--- src/rtl/alu_op_arbiter.sv ---
`default_nettype none
// +------------------------------------------------------------------------+
// | alu_op_arbiter                                                         |
// | Round-robin sequencer sharing one 4-bit ALU between two requesters.    |
// | Optional feature macro: STICKY_OVR_EN (adds ovr_clr / ovr_sticky).     |
// | Revision: 1.0                                                          |
// +------------------------------------------------------------------------+
module alu_op_arbiter #(
  parameter int EXEC_CYCLES = 1
) (
  input  logic       Clock,
  input  logic       Resetn,
  input  logic [1:0] req,
  input  logic [3:0] A0,
  input  logic [3:0] B0,
  input  logic [1:0] S0,
  input  logic [3:0] A1,
  input  logic [3:0] B1,
  input  logic [1:0] S1,
`ifdef STICKY_OVR_EN
  input  logic       ovr_clr,
  output logic       ovr_sticky,
`endif
  output logic [1:0] ack,
  output logic       grant,
  output logic       busy,
  output logic [3:0] R_out,
  output logic       Cout_out,
  output logic       OVR_out,
  output logic [3:0] alu_A,
  output logic [3:0] alu_B,
  output logic [1:0] alu_S,
  input  logic [3:0] alu_R,
  input  logic       alu_Cout,
  input  logic       alu_OVR
);

  localparam int c_exec_eff = (EXEC_CYCLES < 1) ? 1 : EXEC_CYCLES;
  localparam int c_cnt_w    = (c_exec_eff > 1) ? $clog2(c_exec_eff) : 1;
  localparam logic [c_cnt_w-1:0] c_cnt_load = c_cnt_w'(c_exec_eff - 1);
  localparam logic [c_cnt_w-1:0] c_cnt_one  = c_cnt_w'(1);

  typedef enum logic [1:0] {
    ST_IDLE = 2'd0,
    ST_EXEC = 2'd1,
    ST_DONE = 2'd2
  } state_t;

  state_t               r_state;
  state_t               w_next_state;
  logic                 r_grant;
  logic [c_cnt_w-1:0]   r_cnt;
  logic [3:0]           r_a;
  logic [3:0]           r_b;
  logic [1:0]           r_s;
  logic [3:0]           r_r;
  logic                 r_cout;
  logic                 r_ovr;
  logic                 w_load;
  logic                 w_capture;
  logic                 w_win;
  logic [1:0]           w_ack;

  always_comb begin
    w_next_state = r_state;
    w_load       = 1'b0;
    w_capture    = 1'b0;
    w_win        = r_grant;
    w_ack        = 2'b00;
    case (r_state)
      ST_IDLE: begin
        if (req != 2'b00) begin
          w_load       = 1'b1;
          // On a tie the previous winner yields.
          w_win        = (req == 2'b11) ? ~r_grant : req[1];
          w_next_state = ST_EXEC;
        end
      end
      ST_EXEC: begin
        if (r_cnt == '0) begin
          w_capture    = 1'b1;
          w_next_state = ST_DONE;
        end
      end
      ST_DONE: begin
        w_ack        = r_grant ? 2'b10 : 2'b01;
        w_next_state = ST_IDLE;
      end
      default: w_next_state = ST_IDLE;
    endcase
  end

  always_ff @(posedge Clock or negedge Resetn) begin
    if (!Resetn) begin
      r_state <= ST_IDLE;
      r_grant <= 1'b1;
      r_cnt   <= '0;
      r_a     <= 4'd0;
      r_b     <= 4'd0;
      r_s     <= 2'd0;
      r_r     <= 4'd0;
      r_cout  <= 1'b0;
      r_ovr   <= 1'b0;
    end else begin
      r_state <= w_next_state;
      if (w_load) begin
        r_grant <= w_win;
        r_a     <= w_win ? A1 : A0;
        r_b     <= w_win ? B1 : B0;
        r_s     <= w_win ? S1 : S0;
        r_cnt   <= c_cnt_load;
      end else if (r_state == ST_EXEC && r_cnt != '0) begin
        r_cnt <= r_cnt - c_cnt_one;
      end
      if (w_capture) begin
        r_r    <= alu_R;
        r_cout <= alu_Cout;
        r_ovr  <= alu_OVR;
      end
    end
  end

`ifdef STICKY_OVR_EN
  logic r_ovr_sticky;

  // A setting capture takes priority over a simultaneous clear.
  always_ff @(posedge Clock or negedge Resetn) begin
    if (!Resetn) begin
      r_ovr_sticky <= 1'b0;
    end else if (w_capture && alu_OVR) begin
      r_ovr_sticky <= 1'b1;
    end else if (ovr_clr) begin
      r_ovr_sticky <= 1'b0;
    end
  end

  assign ovr_sticky = r_ovr_sticky;
`endif

  assign ack      = w_ack;
  assign grant    = r_grant;
  assign busy     = (r_state != ST_IDLE);
  assign R_out    = r_r;
  assign Cout_out = r_cout;
  assign OVR_out  = r_ovr;
  assign alu_A    = r_a;
  assign alu_B    = r_b;
  assign alu_S    = r_s;

endmodule
`default_nettype wire

--- config.mk ---
export PLATFORM = sky130hd
export DESIGN_NAME = alu_op_arbiter
export DESIGN_NICKNAME = d
export VERILOG_FILES = /design/src/rtl/alu_op_arbiter.sv
export SDC_FILE = /design/constraint.sdc
export NUM_CORES = 1
export LEC_CHECK = 0
export ABC_AREA = 1
export CAP_MARGIN = 40
export CORE_UTILIZATION = 43
export CTS_CLUSTER_SIZE = 20
export DETAILED_ROUTE_END_ITERATION = 10
export PLACE_DENSITY = 0.92
export SYNTH_ARGS = -nofsm -noshare
export SYNTH_HDL_FRONTEND = slang
export SYNTH_SLANG_ARGS = --single-unit
--- constraint.sdc ---
create_clock -name Clock -period 2.3 [get_ports Clock]
set_input_delay 0.23 -clock Clock [delete_from_list [all_inputs] [get_ports Clock]]
set_output_delay 0.23 -clock Clock [all_outputs]
set_load 0.03 [all_outputs]
==> out/qor.yml, run 1 <==
status:
  status: "completed"
synthesis:
  synth-seq-cells: 20
  ys_warn_count: 0
  synth.avg_cell_area_um2: 7.72
  syn_inst: 139
  syn_area_um2: 1070
  ys_seq_area_share_pct: 46.7
  syn_nets: 169
  ys_types: 14
detailed_routing:
  drtIter0Drc: 12
  detail-route-antenna-nets: 0
  dr.pass1.iters: 4
  drc: 0
  avgRoutedWirePerCell_um: 12.5
  wl_mm: 2.69
  vias: 1037
  viasPerCell: 4.80
pwr:
  power_frac_clock_pct: 7.3
  pwr-share-seq_pct: 28.5
  irDropWorstVdd_mv: 0.841
  intPower_mw: 1.14
  sw_frac_of_total_pct: 49.8
  p_switching_mw: 1.14
  power-per-cell-area_nw_per_um2: 1430
  combinationalPowerShare_pct: 64.2
  cellLeakagePower_nw: 0.832
critical_path:
  ff2ff_path_depth: 6
  r2r_end: "alu_S[1]"
  path_buf_inv: 2
  cp_top_family: "buffers and inverters"
  critical_path_class: "reg2out"
  critPathMaxFanout: 6
  critPathArrivalTime_ns: 1.77
  end_kind: "output pin"
  crit_path_start_kind: "flop"
  crit_path_top_delay_cell: "clkdlybuf4s50_1"
  reg2reg_slack_ns: 0.70
  crit_chain: "inv_2 -> nor3_1 -> clkdlybuf4s50_1"
  max_stage_delay_ns: 0.69
  cp.required_ns: 2.07
global_route:
  grt_max_degree: 21
  busiest_layer: "met2"
  use_met1_pct: 25.5
  grt_use_met3_pct: 3.80
  grt_antenna_before_repair: 0
  grt_overflow_total: 0
  grt_pass1_wl_mm: 4.09
  gr-usage-met2_pct: 35.9
  grt_usage_pct: 21.2
  grt_pass1_vias: 930
cts:
  insertion_delay_ns: 0.29
  root_buffer: "clkbuf_4"
  h-tree-depth: 1
  post_cts_buffers: 0
  clockBufferDepth: 2
  clk_pin_slew_worst_paths_ns: 0.10
  cts_tree: "done"
  numCtsBuffers: 3
  clock_sinks: 20
  cts_resized: 0
  hold_buffers: 0
layout:
  drive_gt1_share_pct: 11.2
  antenna_cells: 0
  nets: 219
  final_common_cell: "clkdlybuf4s50_1"
  syn_to_final_growth_pct: 48.4
  final_cell_mix: "clkdlybuf4s50_1, nand2_1, inv_1"
die:
  rows: 17
  coreArea_um2: 2280
  die_x_um: 52.0
  start_util_pct: 47.2
  chipHeight_um: 52.0
  die_area_um2: 2700
  io_pins: 50
timing:
  fin_crit_ns: 2.00
  period_share_pct: 87.0
  finalHoldViolCount: 0
  worst_hold_slack_ns: 0.412
  slew_violations: 0
  tns_ns: 0
  clock.fmax_mhz: 500
  finalClockSkew_ns: 0.00366
  setup_viol: 0
  worst_pin_slew_ns: 0.859
  rsz0062_at_grt: "no"
  slew_headroom_pct: 42.5
place:
  dp_hpwl_mm: 2.14
  port_buffers: 49
  gp_congestion: 0.808
flow_run:
  drv_cap: 0
min_path:
  min_path_type: "in2async"
-- registers in the layout (all words and copies together), names as in the netlist, named ones only --
signal	cells
R_out	4
alu_B	4
Cout_out	1
r_state	2
OVR_out	1
alu_A	4
alu_S	2
r_cnt	1
-- cell usage after synthesis --
cell,instances,area share [%]
nand2_1,47,16
inv_1,24,8.4
nand3_1,22,10
dfrtp_1,19,44
nand3_2,10,9.3
inv_2,4,1.4
nor2_1,3,1.0
buf_2,2,0.93
buf_6,2,2.1
nor3_1,2,0.93
a21oi_2,1,0.82
dfstp_2,1,2.4
nand2_2,1,0.58
nand2_4,1,1.0
-- power groups by stage --
stage / combinational (mW) / clock [mW] / sequential, mW
3_5_place_dp: 1.47 / 0 / 0.651
2_1_floorplan: 0.688 / 0 / 0.928
3_3_place_gp: 1.41 / 0 / 0.649
4_1_cts: 1.48 / 0.175 / 0.651
6_report: 1.46 / 0.167 / 0.649
5_1_grt: 1.59 / 0.185 / 0.665
-- stage by stage --
step                setup WS [ns]  power, mW  instances  instance area, um^2  util (%)
floorplan                   0.694       1.62        139                 1070         -
global placement            0.633       2.06        212                 1570      68.8
detailed placement          0.540       2.12        212                 1570      68.8
CTS                         0.271       2.30        216                 1590      70.0
global route                0.216       2.44        216                 1590      70.0
finish                      0.300       2.28        216                 1590      70.0
-- cell type report --
class | instances | area [um^2]
clock buffer | 4 | 26.3
fill | 192 | 683
inverter | 28 | 105
multi-input combinational | 87 | 434
sequential | 20 | 502
tap | 28 | 35.0
timing repair buffer | 49 | 490
-- metal layers --
| layer | vias up | wire (um) |
|---|---|---|
| met4 | 0 | 42 |
| met3 | 6 | 149 |
| li1 | 523 | - |
| met5 | - | 0 |
| met1 | 473 | 1080 |
| met2 | 35 | 1420 |
-- how the worst max path moves through the flow --
stage | endpoint | slack, ns | depth (start not counted)
floorplan | ack[1] | 0.69 | 2
global placement | ack[1] | 0.63 | 3
detailed placement | alu_S[0] | 0.54 | 6
CTS | ack[1] | 0.27 | 3
global route | ack[1] | 0.22 | 3
finish | ack[1] | 0.30 | 3
-- logic make-up after synthesis --
group / synth area share, %
flip-flops: 46.7
AO/OA/AOI/OAI: 0.816
AND/OR/NAND/NOR: 39.6
buffers and inverters: 12.8
Note: power is estimated with default switching activity, not from simulation.
==> run 2: changes to the inputs <==
PLACE_DENSITY = 0.88   (was 0.92)
==> run 2 against run 1 <==
Sequential cell count unchanged. Core utilization up 1.2 points. Register-to-register slack worse by 0.03 ns. Setup slack worse by 0.034 ns. Cell count unchanged. Critical path type unchanged. Largest cell class unchanged. Largest power group unchanged.
==> out/qor.yml, run 2 (synthesis gave the netlist of run 1 again) <==
global_route:
  grt_pass1_wl_mm: 4.28
  grt_antenna_before_repair: 0
  grt_max_degree: 21
  busiest_layer: "met2"
  grt_usage_pct: 22.0
  use_met1_pct: 27.0
  grt_overflow_total: 0
  grt_use_met3_pct: 3.80
  grt_pass1_vias: 985
  gr-usage-met2_pct: 35.9
detailed_routing:
  vias: 1044
  wl_mm: 2.72
  avgRoutedWirePerCell_um: 12.6
  drc: 0
  dr.pass1.iters: 4
  drtIter0Drc: 19
  detail-route-antenna-nets: 0
  viasPerCell: 4.83
flow_run:
  drv_cap: 0
pwr:
  total_power_mw: 2.41
  power-per-cell-area_nw_per_um2: 1490
  irDropWorstVdd_mv: 0.984
  cellLeakagePower_nw: 0.845
timing:
  clock.fmax_mhz: 492
  tns_ns: 0
  setup_viol: 0
  fin_crit_ns: 2.03
  finalHoldViolCount: 0
  slew_violations: 0
  finalClockSkew_ns: 0.00151
  slew_headroom_pct: 43.0
  rsz0062_at_grt: "no"
  worst_hold_slack_ns: 0.394
  worst_slack_ns: 0.266
  worst_pin_slew_ns: 0.852
  period_share_pct: 88.4
layout:
  multi_input_area_um2: 434
  drive_gt1_share_pct: 11.7
  final_util_pct: 71.1
  antenna_cells: 0
  num-fill-cells: 193
  final_common_cell: "clkdlybuf4s50_1"
  stdcell_count: 216
  final_area_um2: 1620
  nets: 219
  final_cell_mix: "clkdlybuf4s50_1, nand2_1, inv_1"
  syn_to_final_growth_pct: 50.8
  seq_area_um2: 502
place:
  place_ws_ns: 0.558
  placedCellCount: 212
  gp_congestion: 0.833
  port_buffers: 49
  dp_hpwl_mm: 2.16
  post_dp_cell_area_um2: 1570
cts:
  insertion_delay_ns: 0.31
  hold_buffers: 0
  root_buffer: "clkbuf_4"
  clk_pin_slew_worst_paths_ns: 0.11
  clockBufferDepth: 2
  h-tree-depth: 1
  numCtsBuffers: 3
  post_cts_buffers: 0
  clock_sinks: 20
  cts_resized: 0
  cts_tree: "done"
critical_path:
  end_kind: "output pin"
  critPathMaxFanout: 6
  critical_path_class: "reg2out"
  cp.required_ns: 2.07
  critPathArrivalTime_ns: 1.80
  crit_path_start_kind: "flop"
die:
  chipHeight_um: 52.0
  rows: 17
  start_util_pct: 47.2
  coreArea_um2: 2280
  io_pins: 50
  die_area_um2: 2700
  die_x_um: 52.0
min_path:
  min_path_type: "in2async"
status:
  status: "completed"
-- run 2: layout make-up --
type | instances | area share (%)
sequential | 20 | 31.0
timing repair buffer | 49 | 30.3
multi-input combinational | 87 | 26.8
inverter | 28 | 6.49
tap | 28 | 2.16
clock inverter | 1 | 1.85
clock buffer | 3 | 1.39
-- run 2: critical path: stages, from the launching register on --
cell	delay, ns
dfstp_2	0.60
inv_2	0.06
nor3_1	0.14
clkdlybuf4s50_1	0.70
-- run 2: routing by layer --
| metal | up-vias | share of wire (%) |
|---|---|---|
| li1 | 519 | - |
| met1 | 475 | 43 |
| met2 | 43 | 48 |
| met3 | 7 | 6.6 |
| met4 | 0 | 2.7 |
| met5 | - | 0 |
-- run 2: path summary, 6_finish.rpt --
| check | from | depth (start not counted) | slack (ns) | end |
|---|---|---|---|---|
| setup / recovery | flop | 3 | 0.27 | ack[1] |
| hold / removal | Resetn | 1 | 0.39 | alu_B[1] |
| setup reg to reg | flop | 6 | 0.67 | alu_B[1] |
| hold reg to reg | R_out[2] | 2 | 0.49 | R_out[2] |
| max in group asynchronous | Resetn | 1 | 1.38 | Cout_out |
| min in group Clock | alu_R[2] | 3 | 0.44 | R_out[2] |
-- run 2: power by group --
group	internal [mW]	leakage [nW]	switching [mW]
clock network	0.176	0.0279	0.111
registers	0.530	0.245	0.116
logic	0.546	0.572	0.927
total	1.25	0.845	1.15
==> edit 1, RTL diff (flow settings as in run 1) <==
The option `STICKY_OVR_EN` is turned on by a define.
--- a/src/rtl/alu_op_arbiter.sv
+++ b/src/rtl/alu_op_arbiter.sv
@@ -5,6 +5,8 @@
 // | Optional feature macro: STICKY_OVR_EN (adds ovr_clr / ovr_sticky).     |
 // | Revision: 1.0                                                          |
 // +------------------------------------------------------------------------+
+`define STICKY_OVR_EN
+
 module alu_op_arbiter #(
   parameter int EXEC_CYCLES = 1
 ) (
Interface: changed (added ovr_clr and ovr_sticky); port bits go from 50 to 52. No check against the original RTL was run, so the function may have changed too.
==> edit 1 against run 1 <==
  * Critical path depth unchanged
  * Synthesized area up 5.2%
  * Wire length up 7.8%
  * Cell area up 5.8%
  * Cell count up 3.7%
  * Setup slack worse by 0.063 ns
  * Sequential cell count up 1
  * Total power up 6.1%
  * Utilization down 2.0 points
==> edit 1: results (changes against run 1) <==
The post-route worst hold slack is 0.2419 ns (-0.1705 ns). The depth of the CTS H-tree came to 1 (unchanged). Sorting the synthesized cells by area gives the leading types as sky130_fd_sc_hd__dfrtp_1 (44%), sky130_fd_sc_hd__nand2_1 (14%), sky130_fd_sc_hd__nand3_2 (9.7%), sky130_fd_sc_hd__nand3_1 (9.3%), sky130_fd_sc_hd__inv_1 (8.6%). The number of nets in the final layout came out at 226 (+3.2%). The run finished with clean final reports. The standby leakage power came out at 0.0008672 µW (+4.2%). The pin count of the biggest net entering global routing is 22 (+4.8%). The internal cell power is 1205 µW (+5.4%). The depth of the worst register-to-register path is 7 (+1). The proportion of synthesized chip area in sequential cells is 0.4662 (-0.001142).

The first-iteration detailed-routing DRC count is 16 (+4). The mean routed wirelength per cell came out at 12.96 µm (+3.9%). The number of unique standard cell types used by synthesis is 19 (+5). The post-DP HPWL came to 2213 µm (+3.6%). The cell count after placement came out at 220 (+3.8%). The number of I/O port buffers came out at 51 (+4.1%). The worst register-to-register path begins at r_state[0]. The net load switching power was 1213 µW (+6.8%). The via count of the first global-routing pass is 1116 (+20%). The worst relative slew slack is 0.7675 (+0.3423). The arrival time at the worst endpoint came out at 1.83 ns (+0.06 ns). The via-per-instance ratio is 5.054 (+5.3%). In this run the critical register-to-register path is captured at r_cnt.

The post-route non-filler standard cell count was 224 (+3.7%). The post-place instance area is 1658 µm² (+5.8%). The worst setup slack for register-to-register paths is 0.83 ns (+0.13 ns). The layout filler cell count is 206 (+7.3%).

The global-route total usage across every layer was 0.2421 (+0.03042). In the synthesized netlist, the cells that appear most often are sky130_fd_sc_hd__nand2_1 (43), sky130_fd_sc_hd__inv_1 (26), sky130_fd_sc_hd__nand3_1 (21), sky130_fd_sc_hd__dfrtp_1 (20), sky130_fd_sc_hd__nand3_2 (11). The worst-case setup slack after placement came out at 0.5894 ns (+0.04900 ns).

The final RePlAce weighted congestion is 0.7205 (-11%). The wire length of the first global-routing pass came out at 4809 µm (+18%). The fraction of final layout cells sized beyond drive strength 1 came out at 0.1443 (+0.03263).

The post-route clock skew came out at 0.002952 ns (-0.0007105 ns). The worst vdd rail ir drop is 0.9399 mV (+12%). The number of instances in the synthesized netlist came to 141 (+1.4%).

The clock transition at the registers of the reported paths is 0.12 ns (+0.02 ns). The portion of total power attributed to sequential cells is 0.284 (about the same). The power dissipated in the clock network is 181 µW (+8%).

The net count after synthesis is 172 (+1.8%). The clock latency of the later-clocked register in the worst-skew pair came out at 0.32 ns (+0.03 ns).
[edit 1: cell count changes in the layout (fill, tap and decap cells not counted), sizes merged]
| cell | change |
|---|---|
| buf | +2 |
| clkdlybuf4s50 | +2 |
| nand2 | -2 |
| o21ai | +2 |
| clkbuf | -1 |
| clkinv | +1 |
| dfrtp | +1 |
| inv | +1 |
[edit 1: worst max-delay path by stage]
stage,start,endpoint,slack (ns),depth (start not counted)
floorplan,flip-flop,ack[1],0.66,2
global placement,flip-flop,ack[1],0.64,3
detailed placement,flip-flop,ack[1],0.59,3
CTS,flip-flop,ack[1],0.23,3
global route,flip-flop,ack[1],0.17,3
finish,flip-flop,ack[1],0.24,3
[edit 1: layer usage]
| metal | share of wire | track usage | vias to the layer above |
|---|---|---|---|
| li1 | - | - | 534 |
| met1 | 0.40 | 0.2692 | 553 |
| met2 | 0.53 | 0.4417 | 36 |
| met3 | 0.042 | 0.02874 | 9 |
| met4 | 0.028 | 0.1272 | 0 |
| met5 | 0 | 0 | - |
[edit 1: layout make-up]
| cell class | instances | area (µm²) | area share |
|---|---|---|---|
| clock buffer | 3 | 22.52 | 0.01336 |
| clock inverter | 1 | 5.005 | 0.002970 |
| inverter | 29 | 111.4 | 0.06607 |
| multi-input combinational | 87 | 456.7 | 0.2710 |
| sequential | 21 | 526.8 | 0.3125 |
| tap | 30 | 37.54 | 0.02227 |
| timing repair buffer | 53 | 525.5 | 0.3118 |
[edit 1: cell families (layout without fill, tap and decap cells)]
kind of cell	Yosys count	in the layout	synth area share
DFF	21	21	0.4662
AOI/OAI and AO/OA	3	3	0.01661
and+or+nand+nor	84	84	0.3876
buffers and inverters	33	86	0.1296
==> edit 2, RTL diff (settings of run 1) <==
Without the edit above. Re-encode `state_t` (3 states) as one-hot, 3 bits wide.
--- a/src/rtl/alu_op_arbiter.sv
+++ b/src/rtl/alu_op_arbiter.sv
@@ -40,10 +40,10 @@
   localparam logic [c_cnt_w-1:0] c_cnt_load = c_cnt_w'(c_exec_eff - 1);
   localparam logic [c_cnt_w-1:0] c_cnt_one  = c_cnt_w'(1);
 
-  typedef enum logic [1:0] {
-    ST_IDLE = 2'd0,
-    ST_EXEC = 2'd1,
-    ST_DONE = 2'd2
+  typedef enum logic [2:0] {
+    ST_IDLE = 3'b001,
+    ST_EXEC = 3'b010,
+    ST_DONE = 3'b100
   } state_t;
 
   state_t               r_state;
Check against the original RTL: same outputs for any inputs over 10 cycles, from zero or initial values and one cycle with Resetn low; not proved beyond that.
==> edit 2 against run 1 <==
  * First-iteration DRC count increased by 33%
  * Sequential share of layout area increased by 0.13 points
  * Setup slack improved by 0.0052 ns
  * Count of clock-buffer cells in the layout decreased by 1
  * Wire length about the same
  * Hold slack got worse by 0.18 ns
  * Sequential cell count increased by 1
  * Largest cell class unchanged
  * Total power increased by 0.96%
  * Synthesized area increased by 5.2%
  * Largest power group unchanged
  * Critical endpoint unchanged
  * Cell area increased by 4.8%
  * Global-route usage increased by 0.36 points
==> edit 2: results (changes against run 1) <==
The via count of the routed design is 1066 (+2.8%). The number of unique standard cell types used by synthesis came out at 15 (+1). By area the synthesized netlist is led by sky130_fd_sc_hd__dfrtp_1 (42%), sky130_fd_sc_hd__nand2_1 (14%), sky130_fd_sc_hd__nand3_1 (9.3%), sky130_fd_sc_hd__inv_1 (9.0%), sky130_fd_sc_hd__nand3_2 (8.9%). Sorting the synthesized cells by how often they occur yields sky130_fd_sc_hd__nand2_1 (42), sky130_fd_sc_hd__inv_1 (27), sky130_fd_sc_hd__nand3_1 (21), sky130_fd_sc_hd__dfrtp_1 (19), sky130_fd_sc_hd__nand3_2 (10). The mean routed wirelength per cell came out at 11.96 µm (-4.1%). The met1 track demand over resource in global routing is 0.2572 (+0.002073).

The layout filler cell count came to 215 (+12%). The final RePlAce weighted congestion is 0.7018 (-13%). The share of total power consumed by net switching came out at 0.4875 (-0.01069).

The wire length of the first global-routing pass is 4305 µm (+5.2%). The fraction of final layout cells sized beyond drive strength 1 is 0.1436 (+0.03189). The clock latency of the later-clocked register in the worst-skew pair came out at 0.31 ns (+0.02 ns). The number of I/O port buffers came out at 49 (unchanged). The number of nets in the final layout was 226 (+3.2%). The standby leakage power came out at 0.0008647 µW (+3.9%). The met3 usage in global routing is 0.04023 (+0.002218).

The number of warning messages in the yosys log is 0 (unchanged). The post-DP HPWL is 2118 µm (-0.84%). The proportion of synthesized chip area in sequential cells is 0.4673 (about the same). The post-place instance area came to 1639 µm² (+4.6%). The number of clock sinks came out at 21 (+5.0%). The first-iteration detailed-routing DRC count is 16 (+4). The post-route clock skew is 0.005459 ns (+0.001797 ns). The synthesis-stage register bit count came out at 21 (+5.0%). The global-route total usage across every layer came to 0.2152 (+0.003566). The run finished with clean final reports. The total die area is 2837 µm² (+5.0%). The amount of wire on met3 after detailed routing is 142 µm (-4.7%).

The peak per-stage delay on the critical path came out at 0.67 ns (-0.02 ns). The worst-case setup slack after placement came out at 0.6609 ns (+0.1205 ns). The met2 usage in global routing came out at 0.3667 (+0.007692). The net count after synthesis came out at 173 (+2.4%).

The clock transition at the registers of the reported paths was 0.12 ns (+0.02 ns).
-- edit 2: cell types whose count changed after synthesis, moves of 2 or more --
cell	delta
sky130_fd_sc_hd__buf_2	-2
sky130_fd_sc_hd__nand2_1	-5
sky130_fd_sc_hd__inv_2	-3
sky130_fd_sc_hd__nand2_2	+5
sky130_fd_sc_hd__o21ai_0	+2
sky130_fd_sc_hd__nor2_1	+3
sky130_fd_sc_hd__inv_1	+3
-- edit 2: final cells by class --
type,instances,area [µm²],share of cell area
inverters,29,110.1,0.06597
well taps,30,37.54,0.02249
repair buffers,51,505.5,0.3028
clock inverters,1,7.507,0.004498
multi-input cells,90,457.9,0.2744
clock buffers,3,22.52,0.01349
flip-flops and latches,21,528.0,0.3163
-- edit 2: power groups by stage --
stage / sequential [µW] / clock [µW] / combinational (µW)
floorplan: 959 / 0 / 693
global placement: 667 / 0 / 1420
detailed placement: 678 / 0 / 1460
CTS: 671 / 187 / 1460
global route: 687 / 206 / 1580
finish: 669 / 184 / 1450
-- edit 2: cells by family (layout without fill, tap and decap cells) --
group,Yosys count,after routing,share of synthesized area
AOI/OAI and AO/OA,3,3,0.01661
buffers and inverters,32,84,0.1273
DFF,21,21,0.4673
and+or+nand+nor,87,87,0.3887
-- edit 2: metrics by stage --
step	instances	power [µW]
global placement	221	2085
CTS	225	2319
finish	225	2300
detailed placement	221	2134
floorplan	143	1652
global route	225	2478
-- edit 2: worst paths after layout --
path | start | to | slack (ns) | cells after the start
min reg2reg | R_out[0] | R_out[0] | 0.50 | 2
max in group asynchronous | Resetn | alu_B[1] | 1.53 | 2
min in group Clock | alu_R[3] | R_out[3] | 0.45 | 3
max | flip-flop | ack[1] | 0.30 | 3
min | Resetn | alu_S[1] | 0.23 | 1
max reg2reg | flip-flop | alu_S[1] | 0.95 | 7
